[config.mk]
export PLATFORM = sky130hd
export DESIGN_NAME = lint_l2_bridge
export DESIGN_NICKNAME = d
export VERILOG_FILES = /design/src/rtl/lint_l2_pkg.sv /design/src/rtl/lint_l2_range_chk.sv /design/src/rtl/lint_l2_bridge.sv
export SDC_FILE = /design/constraint.sdc
export NUM_CORES = 1
export LEC_CHECK = 0
export ABC_AREA = 1
export CAP_MARGIN = 20
export CORE_MARGIN = 2
export CORE_UTILIZATION = 36
export DETAILED_ROUTE_END_ITERATION = 8
export PLACE_DENSITY = 0.86
export SLEW_MARGIN = 30
export SYNTH_ARGS = -nofsm -noshare
export SYNTH_HDL_FRONTEND = slang
export SYNTH_SLANG_ARGS = --single-unit
[constraint.sdc]
create_clock -name clk_i -period 2.4 [get_ports clk_i]
set_input_delay 0.24 -clock clk_i [delete_from_list [all_inputs] [get_ports clk_i]]
set_output_delay 0.24 -clock clk_i [all_outputs]
set_load 0.05 [all_outputs]
[src/rtl/lint_l2_pkg.sv]
// Shared types and constants for the JTAG lint master to L2 SRAM bridge.
package lint_l2_pkg;

   localparam int unsigned DATA_W = 32;
   localparam int unsigned BE_W   = 4;

   localparam logic [DATA_W-1:0] ERR_RDATA_DEF = 32'hBADC_AB1E;

   typedef enum logic [1:0] {
      IDLE  = 2'd0,
      ISSUE = 2'd1,
      RESP  = 2'd2
   } state_e;

   function automatic logic [7:0] sat_inc8(input logic [7:0] v);
      return (v == 8'hFF) ? v : (v + 8'h01);
   endfunction

endpackage

[src/rtl/lint_l2_range_chk.sv]
// Byte address to bank word offset, plus in-range flag.
// In-range checking only exists when L2_BRIDGE_RANGE_CHECK_EN is defined; otherwise addresses alias.
module lint_l2_range_chk
   import lint_l2_pkg::*;
#(
   parameter logic [31:0]  BASE_ADDR = 32'h1C00_0000,
   parameter int unsigned  MEM_WORDS = 32768,
   localparam int unsigned ADDR_W    = $clog2(MEM_WORDS)
) (
   input  logic [DATA_W-1:0] add_i,
   output logic              in_range_o,
   output logic [ADDR_W-1:0] word_off_o
);

   localparam logic [32:0] BANK_BYTES = 33'(MEM_WORDS) * 33'd4;

   logic [31:0] off_s;

   assign off_s      = add_i - BASE_ADDR;
   assign word_off_o = ADDR_W'(off_s >> 2);

`ifdef L2_BRIDGE_RANGE_CHECK_EN
   assign in_range_o = (add_i >= BASE_ADDR) && ({1'b0, off_s} < BANK_BYTES);
`else
   assign in_range_o = 1'b1;
`endif

endmodule

[src/rtl/lint_l2_bridge.sv]
// Lint request/grant/rvalid to single-port L2 SRAM bridge, one access in flight.
// Define L2_BRIDGE_RANGE_CHECK_EN to reject out-of-bank addresses and enable err_o/err_cnt_o.
module lint_l2_bridge
   import lint_l2_pkg::*;
#(
   parameter logic [31:0]  BASE_ADDR = 32'h1C00_0000,
   parameter int unsigned  MEM_WORDS = 32768,
   parameter logic [31:0]  ERR_RDATA = ERR_RDATA_DEF,
   localparam int unsigned ADDR_W    = $clog2(MEM_WORDS)
) (
   input  logic              clk_i,
   input  logic              rst_i,
   input  logic              req_i,
   input  logic [31:0]       add_i,
   input  logic              wen_i,
   input  logic [31:0]       wdata_i,
   input  logic [3:0]        be_i,
   output logic              gnt_o,
   output logic              r_valid_o,
   output logic [31:0]       r_rdata_o,
   output logic              mem_req_o,
   output logic              mem_we_o,
   output logic [ADDR_W-1:0] mem_addr_o,
   output logic [31:0]       mem_wdata_o,
   output logic [3:0]        mem_be_o,
   input  logic              mem_ready_i,
   input  logic [31:0]       mem_rdata_i,
   output logic              err_o,
   output logic [7:0]        err_cnt_o
);

   state_e              state_q, state_d;
   logic                gnt_s;
   logic                capture_s;
   logic                in_range_s;
   logic [ADDR_W-1:0]   word_off_s;
   logic                mem_req_q, mem_req_d;
   logic                r_valid_q, r_valid_d;
   logic                err_q, err_d;
   logic                mem_we_q;
   logic [ADDR_W-1:0]   mem_addr_q;
   logic [DATA_W-1:0]   mem_wdata_q;
   logic [BE_W-1:0]     mem_be_q;
   logic [DATA_W-1:0]   r_rdata_s;

   lint_l2_range_chk #(
      .BASE_ADDR (BASE_ADDR),
      .MEM_WORDS (MEM_WORDS)
   ) u_range_chk (
      .add_i      (add_i),
      .in_range_o (in_range_s),
      .word_off_o (word_off_s)
   );

   assign gnt_s = req_i & ((state_q == IDLE) | (state_q == RESP));

   // Next-state and registered-output decode
   always_comb begin
      state_d   = state_q;
      capture_s = 1'b0;
      mem_req_d = 1'b0;
      r_valid_d = 1'b0;
      err_d     = 1'b0;
      case (state_q)
         IDLE, RESP: begin
            if (gnt_s) begin
               capture_s = 1'b1;
               if (in_range_s) begin
                  state_d   = ISSUE;
                  mem_req_d = 1'b1;
               end else begin
                  state_d   = RESP;
                  r_valid_d = 1'b1;
                  err_d     = 1'b1;
               end
            end else begin
               state_d = IDLE;
            end
         end
         ISSUE: begin
            if (mem_ready_i) begin
               state_d   = RESP;
               r_valid_d = 1'b1;
            end else begin
               mem_req_d = 1'b1;
            end
         end
         default: begin
            state_d = IDLE;
         end
      endcase
   end

   // FSM state and response/strobe flags
   always_ff @(posedge clk_i or posedge rst_i) begin
      if (rst_i) begin
         state_q   <= IDLE;
         mem_req_q <= 1'b0;
         r_valid_q <= 1'b0;
         err_q     <= 1'b0;
      end else begin
         state_q   <= state_d;
         mem_req_q <= mem_req_d;
         r_valid_q <= r_valid_d;
         err_q     <= err_d;
      end
   end

   // Holding registers double as the SRAM address/data bus
   always_ff @(posedge clk_i or posedge rst_i) begin
      if (rst_i) begin
         mem_we_q    <= 1'b0;
         mem_addr_q  <= '0;
         mem_wdata_q <= 32'h0;
         mem_be_q    <= 4'h0;
      end else if (capture_s) begin
         mem_we_q    <= ~wen_i;
         mem_addr_q  <= word_off_s;
         mem_wdata_q <= wdata_i;
         mem_be_q    <= be_i;
      end
   end

   // Read data arrives straight from the macro in the response cycle
   always_comb begin
      r_rdata_s = 32'h0;
      if (!r_valid_q) begin
         r_rdata_s = 32'h0;
      end else if (err_q) begin
         r_rdata_s = ERR_RDATA;
      end else if (mem_we_q) begin
         r_rdata_s = 32'h0;
      end else begin
         r_rdata_s = mem_rdata_i;
      end
   end

`ifdef L2_BRIDGE_RANGE_CHECK_EN
   logic [7:0] err_cnt_q;

   // Saturating count of rejected accesses
   always_ff @(posedge clk_i or posedge rst_i) begin
      if (rst_i) begin
         err_cnt_q <= 8'h00;
      end else if (err_q) begin
         err_cnt_q <= sat_inc8(err_cnt_q);
      end
   end

   assign err_o     = err_q;
   assign err_cnt_o = err_cnt_q;
`else
   assign err_o     = 1'b0;
   assign err_cnt_o = 8'h00;
`endif

   assign gnt_o       = gnt_s;
   assign r_valid_o   = r_valid_q;
   assign r_rdata_o   = r_rdata_s;
   assign mem_req_o   = mem_req_q;
   assign mem_we_o    = mem_we_q;
   assign mem_addr_o  = mem_addr_q;
   assign mem_wdata_o = mem_wdata_q;
   assign mem_be_o    = mem_be_q;

endmodule

==> results of run 1 <==
-- report_power, final --
group	internal (mW)	switching, mW	total (mW)	leakage (nW)
Combinational	0.623	1.28	1.90	1.52
Clock	0.231	0.286	0.517	0.0473
Sequential	1.15	0.114	1.26	0.691
Total	2.00	1.68	3.68	2.25
-- routing by layer --
metal | GRT usage [%] | part of all wire [%] | up-vias
met5 | 0 | 0 | -
met4 | 4.408 | 0.98 | 0
met3 | 3.545 | 8.2 | 6
met2 | 31.34 | 51 | 118
met1 | 22.02 | 39 | 1145
li1 | - | - | 1274
-- logic make-up after synthesis --
kind of cell / Yosys count
buf+inv: 67
other cells: 1
flops: 56
simple gates: 195
-- synthesized netlist by cell type --
master    number
buf_2          8
buf_4         14
buf_6          5
clkbuf_4       1
conb_1         1
dfrtp_1       56
inv_1         38
inv_4          1
nand2_1      107
nand2_8        1
nand3_1       53
nor2_1        32
nor3_1         2
-- registers in the layout, summed over array words and instances, names as in the netlist --
name	cells
mem_addr_o	15
mem_be_o	4
mem_req_o	1
mem_wdata_o	32
mem_we_o	1
r_valid_o	1
state_q	2
-- cell type report --
| type | count | share of cell area (%) |
|---|---|---|
| Clock buffer | 6 | 1.908 |
| Clock inverter | 1 | 0.2023 |
| Inverter | 39 | 3.439 |
| Multi-Input combinational cell | 204 | 19.65 |
| Sequential cell | 56 | 32.37 |
| Tap cell | 96 | 2.775 |
| Timing Repair Buffer | 179 | 39.65 |
-- path summary, 6_finish.rpt --
kind	start	end	slack, ns	depth (start not counted)
min in group clk_i	state_q[1]$_DFFE_PP0P_	r_valid_o$_DFF_PP0_	0.47	1
worst min register to register	state_q[1]$_DFFE_PP0P_	r_valid_o$_DFF_PP0_	0.47	1
max in group asynchronous	rst_i	mem_wdata_o[2]$_DFFE_PP0P_	1.53	3
worst max register to register	state_q[0]$_DFFE_PP0P_	mem_wdata_o[24]$_DFFE_PP0P_	1.12	4
worst min-delay path	rst_i	mem_addr_o[0]$_DFFE_PP0P_	0.30	2
worst max-delay path	mem_be_o[2]$_DFFE_PP0P_	mem_be_o[2]	0.66	1
-- layout by cell type, fill, tap and decap left out --
master,count
clkdlybuf4s50_1,140
nand2_1,107
dfrtp_1,56
nand3_1,53
inv_1,37
buf_4,36
nor2_1,32
conb_1,9
clkbuf_8,6
nor3_1,2
buf_12,2
inv_4,1
nand2_8,1
inv_2,1
clkinv_4,1
buf_2,1
-- per-stage QoR --
step | total power [mW] | cells | hold WS (ns) | instance area [um2] | setup WS (ns)
detailed placement | 3.195 | 574 | 0.4578 | 4238 | 0.9807
floorplan | 2.509 | 327 | 0.3846 | 2610 | 0.5302
CTS | 3.723 | 581 | 0.3029 | 4329 | 0.6373
global placement | 3.163 | 574 | 0.4473 | 4238 | 0.9833
finish | 3.679 | 581 | 0.2982 | 4329 | 0.6645
global route | 3.863 | 581 | 0.3719 | 4329 | 0.6080
==> impl_metrics.ini, run 1 <==
[drt]
num_vias = 2543
drcViolationCount = 0
wirelength_um = 7329
firstDrtPassIters = 4
post_drt_wl_per_cell_um = 12.61
viasPerCell = 4.377
drt-initial-drc-count = 79
antenna_left = 0

[cts]
path_clk_slew_ns = 0.10
cts.sinks = 56
clock_latency_ns = 0.30
cts_setup_buffers = 0
cts_tree = built
h-tree-depth = 2
clock_tree.buffer_depth = 2
post_cts_resized = 0
cts_made_buffers = 5
ctsHoldBuffers = 0
clockRootBuffer = clkbuf_8

[timing]
clock.fmax_mhz = 576.2
slew-limit-headroom_pct = 63.83
post-route-min-period_ns = 1.736
fin_tns_setup_ns = 0
finClkSkew_ns = 0.01300
finalCritPeriodShare_pct = 72.31
setup-violations-final = 0
slew_violations = 0
worst_pin_slew_ns = 0.5418
hold_violations = 0
grt_setup_unrepaired = false

[floorplan]
die_area_mm2 = 0.007860
coreArea_mm2 = 0.006869
fp.dieH_um = 88.66
row_count = 30
die_w_um = 88.66
initial_core_util_pct = 37.56
num_io_pins = 201

[power_and_ir_drop]
power.leakage_nw = 2.255
ir_worst_vdd_mv = 0.4052
power.density_mw_per_mm2 = 849.9

[worst_setup_path]
start_kind = flip-flop
crit_arrival_ns = 1.50
cp_num_buf_inv = 1
required_ns = 2.16
crit_chain = clkdlybuf4s50_1
crit_family = buffers and inverters
critPathCaptureType = output pin
cp_slowest_cell = clkdlybuf4s50_1
criticalPathCategory = flip-flop to output pin
max_stage_delay_ns = 0.81
critPathMaxFanout = 2

[synth]
synth_cell_types = 13
synth_top_cell_area_share_pct = 54.32
synth_xor_area_share_pct = 0
synth_area_per_cell_um2 = 8.088
synth_top_family_by_area = simple AND/OR/NAND/NOR gates
yosys_register_bits = 56
netlist_area_mm2 = 0.002580
syn_inst = 319
synth.area.top_cells = dfrtp_1 54%, nand2_1 16%, nand3_1 10%
synthAdderAreaFrac_pct = 0
ys_seq_area_share_pct = 54.32
synth-simple-area-share_pct = 31.67
yosysTopAreaCell = dfrtp_1
synth_warnings = 0
synth_compound_area_share_pct = 0
synth_mux_area_share_pct = 0

[place]
dp_hpwl_um = 5435
io_buffers = 174
routabilityCongestion = 0.7068

[layout]
register_area_mm2 = 0.001401
multi_input_area_um2 = 850.8
fin_util_pct = 63.02
antenna_cells = 0
syn2layout_area_growth_pct = 67.80
nets = 590
nFillCells = 592
layout-drive-gt1-share_pct = 10.10

[run_status]
status = finished clean

[grt]
track_usage_pct = 17.68
grt_antenna_before_repair = 0
grt_pass1_vias = 2327
grt_max_degree = 56
overflow = 0
grt_pass1_wl_um = 11060

[run]
max_cap_violations = 0

[worst_hold_path]
hold_path.class = input pin to async pin
Power figures use the tool's default switching activity.
==> run 2, diff against run 1 <==
--- a/config.mk
+++ b/config.mk
@@ -8,9 +8,9 @@
 export ABC_AREA = 1
 export CAP_MARGIN = 20
 export CORE_MARGIN = 2
-export CORE_UTILIZATION = 36
+export CORE_UTILIZATION = 33
 export DETAILED_ROUTE_END_ITERATION = 8
-export PLACE_DENSITY = 0.86
+export PLACE_DENSITY = 0.8
 export SLEW_MARGIN = 30
 export SYNTH_ARGS = -nofsm -noshare
 export SYNTH_HDL_FRONTEND = slang
==> constraint.sdc (replaced) <==
create_clock -name clk_i -period 1.6 [get_ports clk_i]
set_input_delay 0.16 -clock clk_i [delete_from_list [all_inputs] [get_ports clk_i]]
set_output_delay 0.16 -clock clk_i [all_outputs]
set_load 0.05 [all_outputs]
==> impl_metrics.ini, run 2 (same netlist as run 1, synthesis figures left out) <==
[layout]
antenna_cells = 0
layout_commonest_cell = nand2_1
layout-drive-gt1-share_pct = 24.34
register_area_mm2 = 0.001401
final_cell_mix = 107 x nand2_1, 86 x clkdlybuf4s50_1, 60 x buf_4
multi_input_area_um2 = 880.8
largest_reg_flops = 32
syn2layout_area_growth_pct = 80.70
nFillCells = 634
nets = 593

[drt]
drcViolationCount = 0
num_vias = 2596
post_drt_wl_per_cell_um = 13.01
viasPerCell = 4.393
drt-initial-drc-count = 138
firstDrtPassIters = 5
antenna_left = 0
wirelength_um = 7686

[grt]
track_usage_pct = 17.78
grt_pass1_vias = 2491
grt_antenna_before_repair = 0
grt_max_degree = 57
overflow = 0
grt_pass1_wl_um = 12340

[cts]
cts_made_buffers = 5
h-tree-depth = 2
clock_tree.buffer_depth = 2
cts.sinks = 56
cts_tree = built
clockRootBuffer = clkbuf_8
clock_latency_ns = 0.31
path_clk_slew_ns = 0.11

[run_status]
status = finished clean

[power_and_ir_drop]
switching_share_pct = 46.53
ir_worst_vdd_mv = 0.6822
switching_power_mw = 2.618
power.total_mw = 5.627
internal-power_mw = 3.008
power.leakage_nw = 2.419
p_clk_share_pct = 14.3
power.density_mw_per_mm2 = 1207
p_seq_share_pct = 33.8
p_comb_share_pct = 51.9

[floorplan]
row_count = 32
die_w_um = 92.42
initial_core_util_pct = 33.74
fp.dieH_um = 92.42
coreArea_mm2 = 0.007647
die_area_mm2 = 0.008541
num_io_pins = 201

[place]
dp_hpwl_um = 5926
routabilityCongestion = 0.7394
io_buffers = 174
place_ws_ns = 0.3319

[timing]
finalCritPeriodShare_pct = 97.13
slew_violations = 0
finClkSkew_ns = 0.008259
grt_setup_unrepaired = true
clock.fmax_mhz = 643.5
finalWorstSetupSlack_ns = 0.04588
post-route-min-period_ns = 1.554
hold_violations = 0
setup-violations-final = 0

[run]
max_cap_violations = 0

[worst_setup_path]
start_kind = flip-flop
required_ns = 1.44
critPathCaptureType = output pin
crit_chain = inv_1 > nand2_1 > buf_6 > nor2_1 > buf_12
max_stage_delay_ns = 0.41
criticalPathCategory = flip-flop to output pin
crit_arrival_ns = 1.39
critPathMaxFanout = 32
cp_slowest_cell = dfrtp_1

[worst_hold_path]
hold_path.class = input pin to async pin
## run 2: changes by cell type in the layout (fill, tap and decap cells not counted)
| cell | change |
|---|---|
| clkdlybuf4s50_1 | -54 |
| buf_12 | +32 |
| nor2_1 | -12 |
| inv_8 | +1 |
| clkbuf_8 | -1 |
| buf_6 | +1 |
| clkinvlp_4 | +2 |
| nor2_2 | +12 |
| clkinv_4 | -1 |
| buf_4 | +24 |
## run 2: what timing repair did
| action | 4_1_cts | 5_1_grt |
|---|---|---|
| buffers inserted | 0 | 0 |
| hold buffers | 0 | 0 |
| resized for setup | 5 | 8 |
| setup endpoints to repair | 4 | 32 |
| gates cloned | 0 | 0 |
## run 2: final cells by class
class / count / share of cell area [%]
Inverter: 39 / 3.194
Multi-Input combinational cell: 204 / 18.89
Sequential cell: 56 / 30.06
Clock buffer: 5 / 1.476
Timing Repair Buffer: 182 / 43.08
Clock inverter: 3 / 0.5636
Tap cell: 102 / 2.738
## run 2: layer usage
metal	track usage (%)	up-vias	wire, um
met5	0	-	0
met4	3.856	0	93
met3	3.580	8	526
met2	32.85	105	4039
met1	21.28	1204	3026
li1	-	1279	-
## run 2: through the flow
| stage | util, % | setup TNS (ns) | instances | hold slack [ns] | cell area [um2] |
|---|---|---|---|---|---|
| 2_1_floorplan | - | -5.732 | 327 | 0.3046 | 2610 |
| 3_5_place_dp | 59.28 | 0 | 583 | 0.4490 | 4533 |
| 5_1_grt | 60.96 | -0.6968 | 591 | 0.2646 | 4662 |
| 3_3_place_gp | 59.28 | 0 | 583 | 0.4498 | 4533 |
| 6_report | 60.96 | 0 | 591 | 0.2163 | 4662 |
| 4_1_cts | 60.68 | -0.005652 | 591 | 0.2318 | 4641 |
## run 2: final timing paths
path	from	to	slack, ns	cells after the start
setup / recovery	mem_we_o$_DFFE_PP0P_	r_rdata_o[15]	0.05	5
hold / removal	rst_i	mem_addr_o[6]$_DFFE_PP0P_	0.22	3
setup reg to reg	state_q[0]$_DFFE_PP0P_	mem_wdata_o[6]$_DFFE_PP0P_	0.46	4
hold reg to reg	state_q[1]$_DFFE_PP0P_	r_valid_o$_DFF_PP0_	0.46	1
max in group asynchronous	rst_i	mem_be_o[1]$_DFFE_PP0P_	1.12	3
min in group clk_i	req_i	mem_req_o$_DFF_PP0_	0.31	3
## run 2: critical path, delay by kind of cell, from the launching register on
family	cells	cell delay, ns
buf+inv	3	0.42
flops	1	0.41
simple gates	2	0.26
## run 2: power by group through the flow
| stage | combinational [mW] | sequential [mW] | clock (mW) |
|---|---|---|---|
| 2_1_floorplan | 0.766 | 3.00 | 0 |
| 3_3_place_gp | 2.89 | 1.92 | 0 |
| 3_5_place_dp | 2.94 | 1.92 | 0 |
| 4_1_cts | 2.94 | 1.90 | 0.832 |
| 5_1_grt | 3.08 | 1.94 | 0.882 |
| 6_report | 2.92 | 1.90 | 0.803 |
